**src/rtl/shift_add_mul_16bit_pkg.sv**
```systemverilog
// Shared types and sizes for the shift-and-add multiplier.
package mul_pkg;

    localparam int unsigned WIDTH = 16;
    localparam int unsigned CNT_W = 4;

    typedef enum logic [1:0] {IDLE, RUN, HOLD} mul_state_t;

endpackage

```
**src/rtl/shift_add_mul_16bit_if.sv**
```systemverilog
// Operand/product handshake bundle: master supplies operands and takes the product.
interface shift_add_mul_16bit_if;

    logic                           in_valid;
    logic                           in_ready;
    logic [mul_pkg::WIDTH-1:0]      a;
    logic [mul_pkg::WIDTH-1:0]      b;
    logic                           out_valid;
    logic                           out_ready;
    logic [2*mul_pkg::WIDTH-1:0]    product;

    modport master (
        output in_valid, a, b, out_ready,
        input  in_ready, out_valid, product
    );

    modport slave (
        input  in_valid, a, b, out_ready,
        output in_ready, out_valid, product
    );

endinterface

```
**src/rtl/prefix_adder_16bit.sv**
```systemverilog
// 16-bit Kogge-Stone parallel-prefix adder with carry-in and carry-out.
module prefix_adder_16bit (
    input  logic [15:0] A,
    input  logic [15:0] B,
    input  logic        Cin,
    output logic [15:0] S,
    output logic        Cout
);

    logic [15:0] prop;
    logic [15:0] gen;
    logic [15:0] grp_p;
    logic [15:0] gen_n;
    logic [15:0] prop_n;

    always_comb begin
        prop   = A ^ B;
        gen    = A & B;
        // Fold carry-in into bit 0 so every group generate is a true carry.
        gen[0] = gen[0] | (prop[0] & Cin);
        grp_p  = prop;
        gen_n  = '0;
        prop_n = '0;
        for (int l = 0; l < 4; l++) begin
            gen_n  = gen;
            prop_n = grp_p;
            for (int i = (1 << l); i < 16; i++) begin
                gen_n[i]  = gen[i] | (grp_p[i] & gen[i - (1 << l)]);
                prop_n[i] = grp_p[i] & grp_p[i - (1 << l)];
            end
            gen   = gen_n;
            grp_p = prop_n;
        end
        S    = prop ^ {gen[14:0], Cin};
        Cout = gen[15];
    end

endmodule

```
**src/rtl/shift_add_mul_16bit.sv**
```systemverilog
// Sequential unsigned 16x16->32 shift-and-add multiplier, one step per clock.
// Define MUL_EARLY_TERM_EN to finish early once the remaining multiplier bits are zero.
module shift_add_mul_16bit
    import mul_pkg::*;
(
    input  logic                  clk,
    input  logic                  rst,
    shift_add_mul_16bit_if.slave  bus
);

    mul_state_t         state_q, state_d;
    logic [WIDTH-1:0]   mcand_q, mcand_d;
    logic [WIDTH-1:0]   hi_q, hi_d;
    logic [WIDTH-1:0]   lo_q, lo_d;
    logic [CNT_W-1:0]   cnt_q, cnt_d;

    logic [WIDTH-1:0]   addend;
    logic [WIDTH-1:0]   sum;
    logic               carry;

    assign addend = lo_q[0] ? mcand_q : '0;

    prefix_adder_16bit u_adder (
        .A    (hi_q),
        .B    (addend),
        .Cin  (1'b0),
        .S    (sum),
        .Cout (carry)
    );

    always_comb begin
        state_d = state_q;
        mcand_d = mcand_q;
        hi_d    = hi_q;
        lo_d    = lo_q;
        cnt_d   = cnt_q;
        unique case (state_q)
            IDLE: begin
                if (bus.in_valid) begin
                    mcand_d = bus.a;
                    hi_d    = '0;
                    lo_d    = bus.b;
                    cnt_d   = '0;
                    state_d = RUN;
                end
            end
            RUN: begin
`ifdef MUL_EARLY_TERM_EN
                // lo[15-cnt:0] are the multiplier bits not yet consumed.
                if ((lo_q & (16'hFFFF >> cnt_q)) == '0) begin
                    {hi_d, lo_d} = {hi_q, lo_q} >> (5'd16 - {1'b0, cnt_q});
                    state_d      = HOLD;
                end else
`endif
                begin
                    {hi_d, lo_d} = {carry, sum, lo_q[WIDTH-1:1]};
                    cnt_d        = cnt_q + 4'd1;
                    if (cnt_q == 4'd15) begin
                        state_d = HOLD;
                    end
                end
            end
            HOLD: begin
                if (bus.out_ready) begin
                    state_d = IDLE;
                end
            end
            default: state_d = IDLE;
        endcase
    end

    always_ff @(posedge clk or posedge rst) begin
        if (rst) begin
            state_q <= IDLE;
            mcand_q <= '0;
            hi_q    <= '0;
            lo_q    <= '0;
            cnt_q   <= '0;
        end else begin
            state_q <= state_d;
            mcand_q <= mcand_d;
            hi_q    <= hi_d;
            lo_q    <= lo_d;
            cnt_q   <= cnt_d;
        end
    end

    always_comb begin
        bus.in_ready  = (state_q == IDLE);
        bus.out_valid = (state_q == HOLD);
        bus.product   = {hi_q, lo_q};
    end

endmodule

```
**src/flat_wrapper.sv**
```systemverilog
// flat-port wrapper written by rule: the top's interface ports become plain ports
module shift_add_mul_16bit_flat import mul_pkg::*;
  (clk, rst, bus_in_valid, bus_a, bus_b, bus_out_ready, bus_in_ready, bus_out_valid, bus_product);
  shift_add_mul_16bit_if bus_i ();
  input  logic clk;
  input  logic rst;
  input wire logic [$bits(bus_i.in_valid)-1:0] bus_in_valid;
  input wire logic [$bits(bus_i.a)-1:0] bus_a;
  input wire logic [$bits(bus_i.b)-1:0] bus_b;
  input wire logic [$bits(bus_i.out_ready)-1:0] bus_out_ready;
  output wire logic [$bits(bus_i.in_ready)-1:0] bus_in_ready;
  output wire logic [$bits(bus_i.out_valid)-1:0] bus_out_valid;
  output wire logic [$bits(bus_i.product)-1:0] bus_product;
  assign bus_i.in_valid = bus_in_valid;
  assign bus_i.a = bus_a;
  assign bus_i.b = bus_b;
  assign bus_i.out_ready = bus_out_ready;
  assign bus_in_ready = bus_i.in_ready;
  assign bus_out_valid = bus_i.out_valid;
  assign bus_product = bus_i.product;
  shift_add_mul_16bit u_core (.clk(clk), .rst(rst), .bus(bus_i));
endmodule
```
**config.mk**
```make
export PLATFORM = sky130hd
export DESIGN_NAME = shift_add_mul_16bit_flat
export DESIGN_NICKNAME = d
export VERILOG_FILES = /design/src/rtl/shift_add_mul_16bit_pkg.sv /design/src/rtl/shift_add_mul_16bit_if.sv /design/src/rtl/prefix_adder_16bit.sv /design/src/rtl/shift_add_mul_16bit.sv /design/src/flat_wrapper.sv
export SDC_FILE = /design/constraint.sdc
export NUM_CORES = 1
export LEC_CHECK = 0
export CORE_ASPECT_RATIO = 0.9
export CORE_MARGIN = 4
export CORE_UTILIZATION = 45
export DETAILED_ROUTE_END_ITERATION = 10
export PLACE_DENSITY = 0.76
export SETUP_SLACK_MARGIN = 0.1
export SLEW_MARGIN = 30
export SYNTH_ARGS = -nofsm -noshare
export SYNTH_HDL_FRONTEND = slang
export SYNTH_SLANG_ARGS = --single-unit
export TNS_END_PERCENT = 5
```
**constraint.sdc**
```tcl
create_clock -name clk -period 2.4 [get_ports clk]
set_input_delay 0.48 -clock clk [delete_from_list [all_inputs] [get_ports clk]]
set_output_delay 0.48 -clock clk [all_outputs]
set_load 0.005 [all_outputs]
```
==> impl_metrics.env, run 1 <==
export IMPL_timing_final_crit_share_pct=95.7
export IMPL_yosys_area_top_type="dfrtp_1"
export IMPL_gr_usage_all_layers_pct=20.7
export IMPL_grt_start_max_net_pins=33
export IMPL_synth_top_cells_by_area="dfrtp_1 (44%), nand2_1 (12%), ha_1 (7.0%)"
export IMPL_min_path_cells=2
export IMPL_clock_pin_slew_on_the_worst_setup_and_hold_paths_ns=0.11
export IMPL_finalSetupViolations=0
export IMPL_post_route_clock_skew_ns=0.00764
export IMPL_area_growth_pct=40.7
export IMPL_power_leakage_uw=0.00191
export IMPL_insertion_delay_ns=0.31
export IMPL_routed_wl_um=8100
export IMPL_floorplan_die_height_um=86.0
export IMPL_dp_cells=522
export IMPL_synth_xor_area_share_pct=2.88
export IMPL_worst_ep_arrival_time_ns=2.51
export IMPL_grt_setup_unrepaired="true"
export IMPL_portBuffers=69
export IMPL_final_max_slew_violation_count=0
export IMPL_die_span_x_um=94.7
export IMPL_syn_cell_area_um2=3050
export IMPL_htree_num_levels=2
export IMPL_drc_errors=0
export IMPL_tritoncts_num_buffers=5
export IMPL_synth_commonest_cells="nand2_1 (98), dfrtp_1 (54), nor2_1 (28)"
export IMPL_max_slew_margin_rel_pct=58.5
export IMPL_worst_setup_path_end_kind="flop"
export IMPL_post_synth_top_count_cell="nand2_1"
export IMPL_grt_overflow_total=0
export IMPL_synth_compound_gate_area_share_pct=16.7
export IMPL_synth_simple_gate_area_share_pct=25.3
export IMPL_final_antenna_net_count=0
export IMPL_clock_tree_from_tritoncts="done"
export IMPL_outcome="completed"
export IMPL_fp_dieArea_um2=8150
export IMPL_hold_slack_ns=0.485
export IMPL_maxCapViolations=0
export IMPL_cts_root_buffer="clkbuf_8"
export IMPL_gp_congestion=0.900
export IMPL_clock_path_buffers=2
export IMPL_worst_path_max_fanout=7
export IMPL_routed_vias_inst=5.34
export IMPL_vias_in_the_first_global_route=2861
export IMPL_yosys_warnings=0
export IMPL_insertedDiodeCount=0
export IMPL_core_rowCount=28
export IMPL_final_area_um2=4280
export IMPL_class_of_the_tightest_hold_or_removal_check="reg -> reg"
export IMPL_synth_adder_area_share_pct=7.64
export IMPL_fillers=557
export IMPL_crit_buf_inv=2
export IMPL_synthArstFlopShare_pct=100
export IMPL_synthDominantCellAreaShare_pct=44.4
export IMPL_synth_flop_cell="dfrtp_1"
export IMPL_synth_top_family_by_area="simple AND/OR/NAND/NOR gates"
export IMPL_achievable_frequency_ghz=0.436
export IMPL_worstPathRequired_ns=2.62
export IMPL_num_nets_final=503
export IMPL_worst_ir_drop_vdd_v=0.000513
export IMPL_synth_seq_cells=54
export IMPL_postSynthAreaPerCell_um2=8.41
export IMPL_min_delay_start="u_core.mcand_q[13]"
export IMPL_placement_cell_area_um2=3960
export IMPL_core_region_area_um2=6590
export IMPL_worst_stage_delay_on_the_critical_path_ns=0.45
export IMPL_start_util_pct=46.2
export IMPL_timing_critical_path_cells="buf_6 > buf_4 > and2_1 > ha_1 > o21a_1 > o211ai_1 > a31o_2 > a21o_1 > a32o_1"
export IMPL_cp_top_family="compound AO/OA/AOI/OAI gates"
export IMPL_detailroute_via_count=2883
export IMPL_io_pins=70
export IMPL_grt_antenna_before_repair=0
export IMPL_fraction_of_layout_instances_using_a_drive_strength_above_1_pct=15.8
export IMPL_power_density_cell_area_nw_per_um2=1460
export IMPL_multiplexer_area_fraction_after_synthesis_pct=0
export IMPL_ys_types=39
export IMPL_hold_violations_final=0
export IMPL_place_detailed_hpwl_um=5560
export IMPL_finish_cell_count_without_fillers=540
export IMPL_timing_worst_slew_pin_value_ns=0.622
export IMPL_number_of_flops_mapped_to_enable_cells_by_yosys=0
export IMPL_rr_worst_depth=9
export IMPL_dr_wl_cell_um=15.0
export IMPL_crit_path_start_kind="flop"
export IMPL_hold_path_endpoint="u_core.mcand_q[13]"
export IMPL_cts_sinks=54
export IMPL_reg2reg_setup_slack_ns=0.10
export IMPL_grt_first_pass_wirelength_um=13500
export IMPL_yosysSeqAreaShare_pct=44.4
export IMPL_detail_route_first_pass_iterations=4
export IMPL_synthesis_nets=416
export IMPL_worst_path_max_delay_cell="dfrtp_2"
export IMPL_timing_rr_end="u_core.hi_q[12]"
export IMPL_timing_rr_start="u_core.lo_q[0]"
export IMPL_dr_first_iter_drc_count=157
export IMPL_critPathKind="reg -> reg"
export IMPL_min_period_ns=2.30
export IMPL_synthCells=362
logic make-up (layout without fill, tap and decap cells):
family | after synthesis | after routing
simple gates | 177 | 177
compound gates | 78 | 78
fa+ha+maj | 18 | 18
xor+xnor | 10 | 10
flops | 54 | 54
buf+inv | 25 | 113
per-stage QoR:
| stage | worst slack (ns) | utilization (%) | total power, uW | TNS [ns] |
|---|---|---|---|---|
| after global placement | 0.0431 | 60.1 | 4990 | 0 |
| after global routing | -0.00235 | 65.0 | 6790 | -0.00235 |
| final | 0.104 | 65.0 | 6240 | 0 |
| after floorplan | 0.0926 | - | 3810 | 0 |
| after CTS | 0.0776 | 64.0 | 5990 | 0 |
| after detailed placement | -0.0371 | 60.1 | 5090 | -0.0734 |
sequential cells by signal, summed over array words and instances, names as in the netlist:
name,flops
u_core.cnt_q,4
u_core.hi_q,16
u_core.lo_q,16
u_core.mcand_q,16
u_core.state_q,2
cell type report:
cell class	instances	area (um^2)	share of cell area (%)
Clock buffer	5	68.8	1.61
Clock inverter	3	25.0	0.584
Inverter	7	26.3	0.613
Multi-Input combinational cell	283	1770	41.3
Sequential cell	54	1350	31.6
Tap cell	90	113	2.63
Timing Repair Buffer	98	928	21.7
worst register-to-register path, delay by kind of cell, from the launching register on:
kind                       cells  cell delay (ns)
and+or+nand+nor                1             0.13
AOI/OAI and AO/OA              5             0.92
DFF                            1             0.45
buffers and inverters          2             0.29
adders and majority gates      1             0.41
timing repair:
| item | CTS | global route |
|---|---|---|
| gates cloned | 0 | 0 |
| hold buffers | 0 | 0 |
| resized for setup | 16 | 14 |
| pin swaps | 10 | 10 |
| buffers inserted | 8 | 2 |
| setup endpoints to repair | 8 | 10 |
power breakdown:
group          switching, uW  internal [uW]  leakage (uW)
clock                    335            212     0.0000447
sequential               382           1360      0.000638
combinational           1860           2100       0.00123
worst max path at each step:
| stage | startpoint | endpoint | slack, ns | depth (start not counted) |
|---|---|---|---|---|
| after floorplan | u_core.lo_q[0] | u_core.hi_q[10] | 0.09 | 9 |
| after CTS | u_core.lo_q[0] | u_core.hi_q[10] | 0.08 | 9 |
| after global placement | u_core.lo_q[0] | u_core.hi_q[13] | 0.04 | 10 |
| final | u_core.lo_q[0] | u_core.hi_q[12] | 0.10 | 9 |
| after detailed placement | u_core.lo_q[0] | u_core.hi_q[15] | -0.04 | 10 |
| after global routing | u_core.lo_q[0] | u_core.hi_q[12] | -0.002 | 10 |
per-layer routing:
layer / up-vias / global-route usage (%) / routed length, um / share of wire, %
met2: 95 / 32.8 / 3710 / 46
li1: 1414 / - / - / -
met3: 16 / 5.70 / 566 / 7.0
met5: - / 0 / 0 / 0
met1: 1358 / 28.0 / 3710 / 46
met4: 0 / 5.64 / 113 / 1.4
cells in the final DEF, fill, tap and decap left out, types with 6 or more instances in the layout:
cell,instances
ha_1,7
dfrtp_1,53
a21oi_1,6
buf_4,26
nand2_1,97
nand3_1,16
ha_4,9
and2_1,13
nor2_1,26
a31oi_1,19
clkdlybuf4s50_1,69
o21ai_0,21
a21o_1,8
Power figures use the tool's default switching activity.
==> inputs of run 2 (changes only) <==
CORE_UTILIZATION = 30   (was 45)
PLACE_DENSITY = unset   (was 0.76)
==> impl_metrics.env, run 2 (synthesis gave the netlist of run 1 again) <==
export IMPL_grt_first_pass_wirelength_um=13600
export IMPL_placement_cell_area_um2=3960
export IMPL_place_detailed_hpwl_um=5730
export IMPL_grt_most_used_layer="met2"
export IMPL_worst_path_max_fanout=7
export IMPL_drc_errors=0
export IMPL_power_density_cell_area_nw_per_um2=1460
export IMPL_internal_power_uw=3830
export IMPL_share_comb_of_total_power_pct=61.4
export IMPL_critPathKind="reg -> reg"
export IMPL_area_growth_pct=44.2
export IMPL_total_switching_power_uw=2590
export IMPL_finalSetupViolations=0
export IMPL_core_region_area_um2=9780
export IMPL_clock_path_buffers=2
export IMPL_cts_sinks=54
export IMPL_num_nets_final=496
export IMPL_start_util_pct=31.1
export IMPL_grt_overflow_total=0
export IMPL_worst_path_max_delay_cell="dfrtp_2"
export IMPL_core_rowCount=34
export IMPL_die_span_x_um=114
export IMPL_fraction_of_the_core_area_covered_by_cells_at_the_end_of_the_flow_pct=44.9
export IMPL_switching_power_as_a_share_of_total_power_pct=40.4
export IMPL_timing_critical_path_cells="buf_6 > and2_4 > ha_4 > a21oi_2 > inv_2 > o41ai_4 > buf_4 > a31o_4 > nand3_1 > a32o_1"
export IMPL_gp_congestion=0.884
export IMPL_insertion_delay_ns=0.29
export IMPL_outcome="completed"
export IMPL_htree_num_levels=2
export IMPL_timing_final_crit_share_pct=96.2
export IMPL_hold_violations_final=0
export IMPL_floorplan_die_height_um=104
export IMPL_final_antenna_net_count=0
export IMPL_class_of_the_tightest_hold_or_removal_check="reg -> reg"
export IMPL_worst_ir_drop_vdd_v=0.000534
export IMPL_detail_route_first_pass_iterations=4
export IMPL_rr_worst_depth=10
export IMPL_hold_slack_ns=0.467
export IMPL_clock_tree_from_tritoncts="done"
export IMPL_timing_worst_slew_pin_value_ns=0.549
export IMPL_reg2reg_setup_slack_ns=0.09
export IMPL_dr_first_iter_drc_count=82
export IMPL_min_period_ns=2.31
export IMPL_clock_power_share_pct=11.4
export IMPL_portBuffers=69
export IMPL_fraction_of_layout_instances_using_a_drive_strength_above_1_pct=15.6
export IMPL_routed_wl_um=8270
export IMPL_insertedDiodeCount=0
export IMPL_io_pins=70
export IMPL_min_path_cells=2
export IMPL_fp_dieArea_um2=11800
export IMPL_seq_power_share_pct=27.3
export IMPL_detailroute_via_count=2810
export IMPL_final_common_cell="nand2_1"
export IMPL_grt_util_met1_pct=19.9
export IMPL_achievable_frequency_ghz=0.433
export IMPL_dr_wl_cell_um=14.5
export IMPL_power_leakage_uw=0.00191
export IMPL_met2_usage_grt_pct=21.0
export IMPL_cts_root_buffer="clkbuf_16"
export IMPL_worst_stage_delay_on_the_critical_path_ns=0.42
export IMPL_routed_vias_inst=4.94
export IMPL_biggest_regs="u_core.hi_q x16, u_core.lo_q x16, u_core.mcand_q x16"
export IMPL_globalRouteMet3Util_pct=4.20
export IMPL_final_area_um2=4390
export IMPL_worst_ep_arrival_time_ns=2.49
export IMPL_max_slew_margin_rel_pct=63.3
export IMPL_tritoncts_num_buffers=5
export IMPL_grt_antenna_before_repair=0
export IMPL_post_route_clock_skew_ns=0.00432
export IMPL_maxCapViolations=0
export IMPL_crit_path_start_kind="flop"
export IMPL_grt_setup_unrepaired="true"
export IMPL_grt_start_max_net_pins=55
export IMPL_worst_setup_path_end_kind="flop"
export IMPL_worstPathRequired_ns=2.58
export IMPL_clock_pin_slew_on_the_worst_setup_and_hold_paths_ns=0.07
export IMPL_final_max_slew_violation_count=0
export IMPL_gr_usage_all_layers_pct=13.9
export IMPL_mostFrequentLayoutCells="nand2_1 (97), clkdlybuf4s50_1 (69), dfrtp_1 (53)"
export IMPL_vias_in_the_first_global_route=2848
==> run 2: repair_timing <==
| action | in CTS | in global routing |
|---|---|---|
| setup buffers | 7 | 3 |
| gates cloned | 0 | 0 |
| setup endpoints to repair | 9 | 8 |
| resized for setup | 22 | 14 |
| hold buffers | 0 | 0 |
| pin swaps | 10 | 15 |
==> run 2: layout make-up <==
class	instances	area, um^2
clock inverter	3	21.3
timing repair buffer	91	888
sequential	54	1350
inverter	7	26.3
tap	126	158
multi-input combinational	283	1820
fill	977	5390
clock buffer	5	125
==> run 2: path summary, 6_finish.rpt <==
check / from / to
max: u_core.lo_q[0] / u_core.hi_q[12]
max reg2reg: u_core.lo_q[0] / u_core.hi_q[12]
max in group asynchronous: rst / u_core.lo_q[0]
min in group asynchronous: rst / u_core.lo_q[1]
min: u_core.mcand_q[15] / u_core.mcand_q[15]
min reg2reg: u_core.mcand_q[15] / u_core.mcand_q[15]
==> run 2: routing by layer <==
metal | routed length, um | share of wire, % | vias to the layer above
met4 | 54 | 0.65 | 0
met1 | 4040 | 49 | 1323
li1 | - | - | 1399
met2 | 3670 | 44 | 83
met5 | 0 | 0 | -
met3 | 509 | 6.2 | 5
==> run 2: worst max-delay path, delay by kind of cell, from the launching register on <==
kind	cells	cell delay (ns)
AND/OR/NAND/NOR	2	0.21
AO/OA/AOI/OAI	4	0.94
adder cells (fa/ha/maj)	1	0.23
flip-flops	1	0.42
buffers and inverters	3	0.39
==> run 2: power by group through the flow <==
stage / clock (uW) / sequential [uW] / combinational (uW)
after CTS: 749 / 1750 / 3710
after global routing: 776 / 1810 / 4380
final: 729 / 1750 / 3940
after floorplan: 0 / 1660 / 2150
after detailed placement: 0 / 1730 / 3300
after global placement: 0 / 1730 / 3240
==> run 2: through the flow <==
step / instances / setup WS (ns) / setup TNS, ns / total power (uW)
6_report: 569 / 0.0923 / 0 / 6420
5_1_grt: 569 / 0.0368 / 0 / 6960
4_1_cts: 566 / 0.0864 / 0 / 6210
3_5_place_dp: 551 / -0.0368 / -0.0880 / 5040
3_3_place_gp: 551 / 0.0327 / 0 / 4980
2_1_floorplan: 362 / 0.0926 / 0 / 3810
==> inputs of run 3 (changes only) <==
CORE_UTILIZATION = 40   (was 30)
PLACE_DENSITY = 0.69   (was unset)
==> impl_metrics.env, run 3 (synthesis gave the netlist of run 1 again) <==
export IMPL_setup_ws_ns=0.0962
export IMPL_max_slew_margin_rel_pct=59.8
export IMPL_power_leakage_uw=0.00195
export IMPL_drc_errors=0
export IMPL_critPathKind="reg -> reg"
export IMPL_gr_usage_all_layers_pct=18.1
export IMPL_finalSetupViolations=0
export IMPL_routed_wl_um=8020
export IMPL_class_of_the_tightest_hold_or_removal_check="reg -> reg"
export IMPL_timing_setup_tns_ns=0
export IMPL_grt_first_pass_wirelength_um=13400
export IMPL_worst_stage_delay_on_the_critical_path_ns=0.48
export IMPL_tritoncts_num_buffers=5
export IMPL_fraction_of_the_core_area_covered_by_cells_at_the_end_of_the_flow_pct=61.1
export IMPL_hold_violations_final=0
export IMPL_cts_sinks=54
export IMPL_post_route_clock_skew_ns=0.0111
export IMPL_insertedDiodeCount=0
export IMPL_detailedPlace_worstSlack_ns=-0.0842
export IMPL_timing_critical_path_cells="and2_4 > ha_4 > inv_2 > fa_2 > nor2b_2 > o2111ai_1 > nand2_2 > a21o_1 > or4_1 > nand4_1"
export IMPL_routed_vias_inst=5.23
export IMPL_htree_num_levels=2
export IMPL_worst_ep_arrival_time_ns=2.55
export IMPL_achievable_frequency_ghz=0.434
export IMPL_timing_final_crit_share_pct=96.0
export IMPL_detailroute_via_count=2851
export IMPL_cts_root_buffer="clkbuf_8"
export IMPL_start_util_pct=42.2
export IMPL_power_density_cell_area_nw_per_um2=1470
export IMPL_worst_ir_drop_vdd_v=0.000619
export IMPL_grt_antenna_before_repair=0
export IMPL_outcome="completed"
export IMPL_io_pins=70
export IMPL_clock_tree_from_tritoncts="done"
export IMPL_final_common_cell="nand2_1"
export IMPL_worst_path_max_delay_cell="dfrtp_2"
export IMPL_biggest_regs="u_core.hi_q x16, u_core.lo_q x16, u_core.mcand_q x16"
export IMPL_crit_path_start_kind="flop"
export IMPL_dr_first_iter_drc_count=141
export IMPL_maxCapViolations=0
export IMPL_cp_top_family="simple AND/OR/NAND/NOR gates"
export IMPL_timing_worst_slew_pin_value_ns=0.600
export IMPL_final_antenna_net_count=0
export IMPL_grt_setup_unrepaired="true"
export IMPL_floorplan_die_height_um=90.8
export IMPL_final_max_slew_violation_count=0
export IMPL_mostFrequentLayoutCells="nand2_1 (95), clkdlybuf4s50_1 (69), dfrtp_1 (53)"
export IMPL_worst_setup_path_end_kind="flop"
export IMPL_portBuffers=69
export IMPL_detail_route_first_pass_iterations=4
export IMPL_crit_buf_inv=1
export IMPL_place_detailed_hpwl_um=5650
export IMPL_worstPathRequired_ns=2.64
export IMPL_clock_path_buffers=2
export IMPL_fp_dieArea_um2=9080
export IMPL_fraction_of_layout_instances_using_a_drive_strength_above_1_pct=17.9
export IMPL_clock_pin_slew_on_the_worst_setup_and_hold_paths_ns=0.10
export IMPL_grt_start_max_net_pins=37
export IMPL_area_growth_pct=44.8
export IMPL_gp_congestion=0.864
export IMPL_vias_in_the_first_global_route=2775
export IMPL_die_span_x_um=100
export IMPL_insertion_delay_ns=0.31
export IMPL_grt_overflow_total=0
export IMPL_dr_wl_cell_um=14.7
export IMPL_fillers=629
export IMPL_core_region_area_um2=7220
export IMPL_worst_path_max_fanout=6
export IMPL_core_rowCount=29
export IMPL_num_nets_final=505
export IMPL_min_period_ns=2.30
-- run 3: path summary, 6_finish.rpt --
| kind | from | endpoint | slack, ns | depth (start not counted) |
|---|---|---|---|---|
| worst min register to register | u_core.mcand_q[15] | u_core.mcand_q[15] | 0.47 | 2 |
| min in group asynchronous | rst | u_core.lo_q[1] | 0.50 | 2 |
| worst max register to register | u_core.lo_q[0] | u_core.hi_q[13] | 0.1 | 10 |
| max in group asynchronous | rst | u_core.lo_q[11] | 1.33 | 3 |
| worst max-delay path | u_core.lo_q[0] | u_core.hi_q[13] | 0.1 | 10 |
| worst min-delay path | u_core.mcand_q[15] | u_core.mcand_q[15] | 0.47 | 2 |
-- run 3: timing repair --
item                                    4_1_cts  5_1_grt
endpoints found under the setup margin       10       10
gates resized for setup                      19       25
pin swaps                                    12       13
setup buffers                                13        2
hold buffers                                  0        0
cloned                                        0        0
-- run 3: where the power goes --
| group | internal (uW) | switching (uW) |
|---|---|---|
| Combinational | 2220 | 1900 |
| Sequential | 1360 | 390 |
| Clock | 313 | 297 |
| Total | 3890 | 2590 |
-- run 3: routing by layer --
| metal | global-route usage (%) | wire [um] |
|---|---|---|
| met5 | 0 | 0 |
| met4 | 5.05 | 81 |
| met3 | 3.55 | 419 |
| met2 | 28.7 | 3870 |
| met1 | 25.2 | 3650 |
-- run 3: stage by stage --
step / instance area [um^2] / total power [uW] / cells / hold WS, ns
after floorplan: 3070 / 3810 / 362 / 0.437
after global placement: 3950 / 4980 / 522 / 0.450
after detailed placement: 3950 / 5080 / 522 / 0.454
after CTS: 4260 / 6150 / 543 / 0.478
after global routing: 4410 / 7030 / 545 / 0.510
final: 4410 / 6480 / 545 / 0.475
-- run 3: area by class of cell --
class                           count  area [um^2]  share of cell area, %
Multi-Input combinational cell    283         1850                   42.0
Sequential cell                    54         1350                   30.7
Timing Repair Buffer              100          956                   21.7
Tap cell                           93          116                   2.64
Clock buffer                        7         76.3                   1.73
Clock inverter                      1         30.0                  0.681
Inverter                            7         26.3                  0.596
-- run 3: worst min-delay path, stage by stage, from the launching register on --
cell     delay [ns]
dfrtp_1        0.35
nand2_1        0.05
nand2_1        0.05
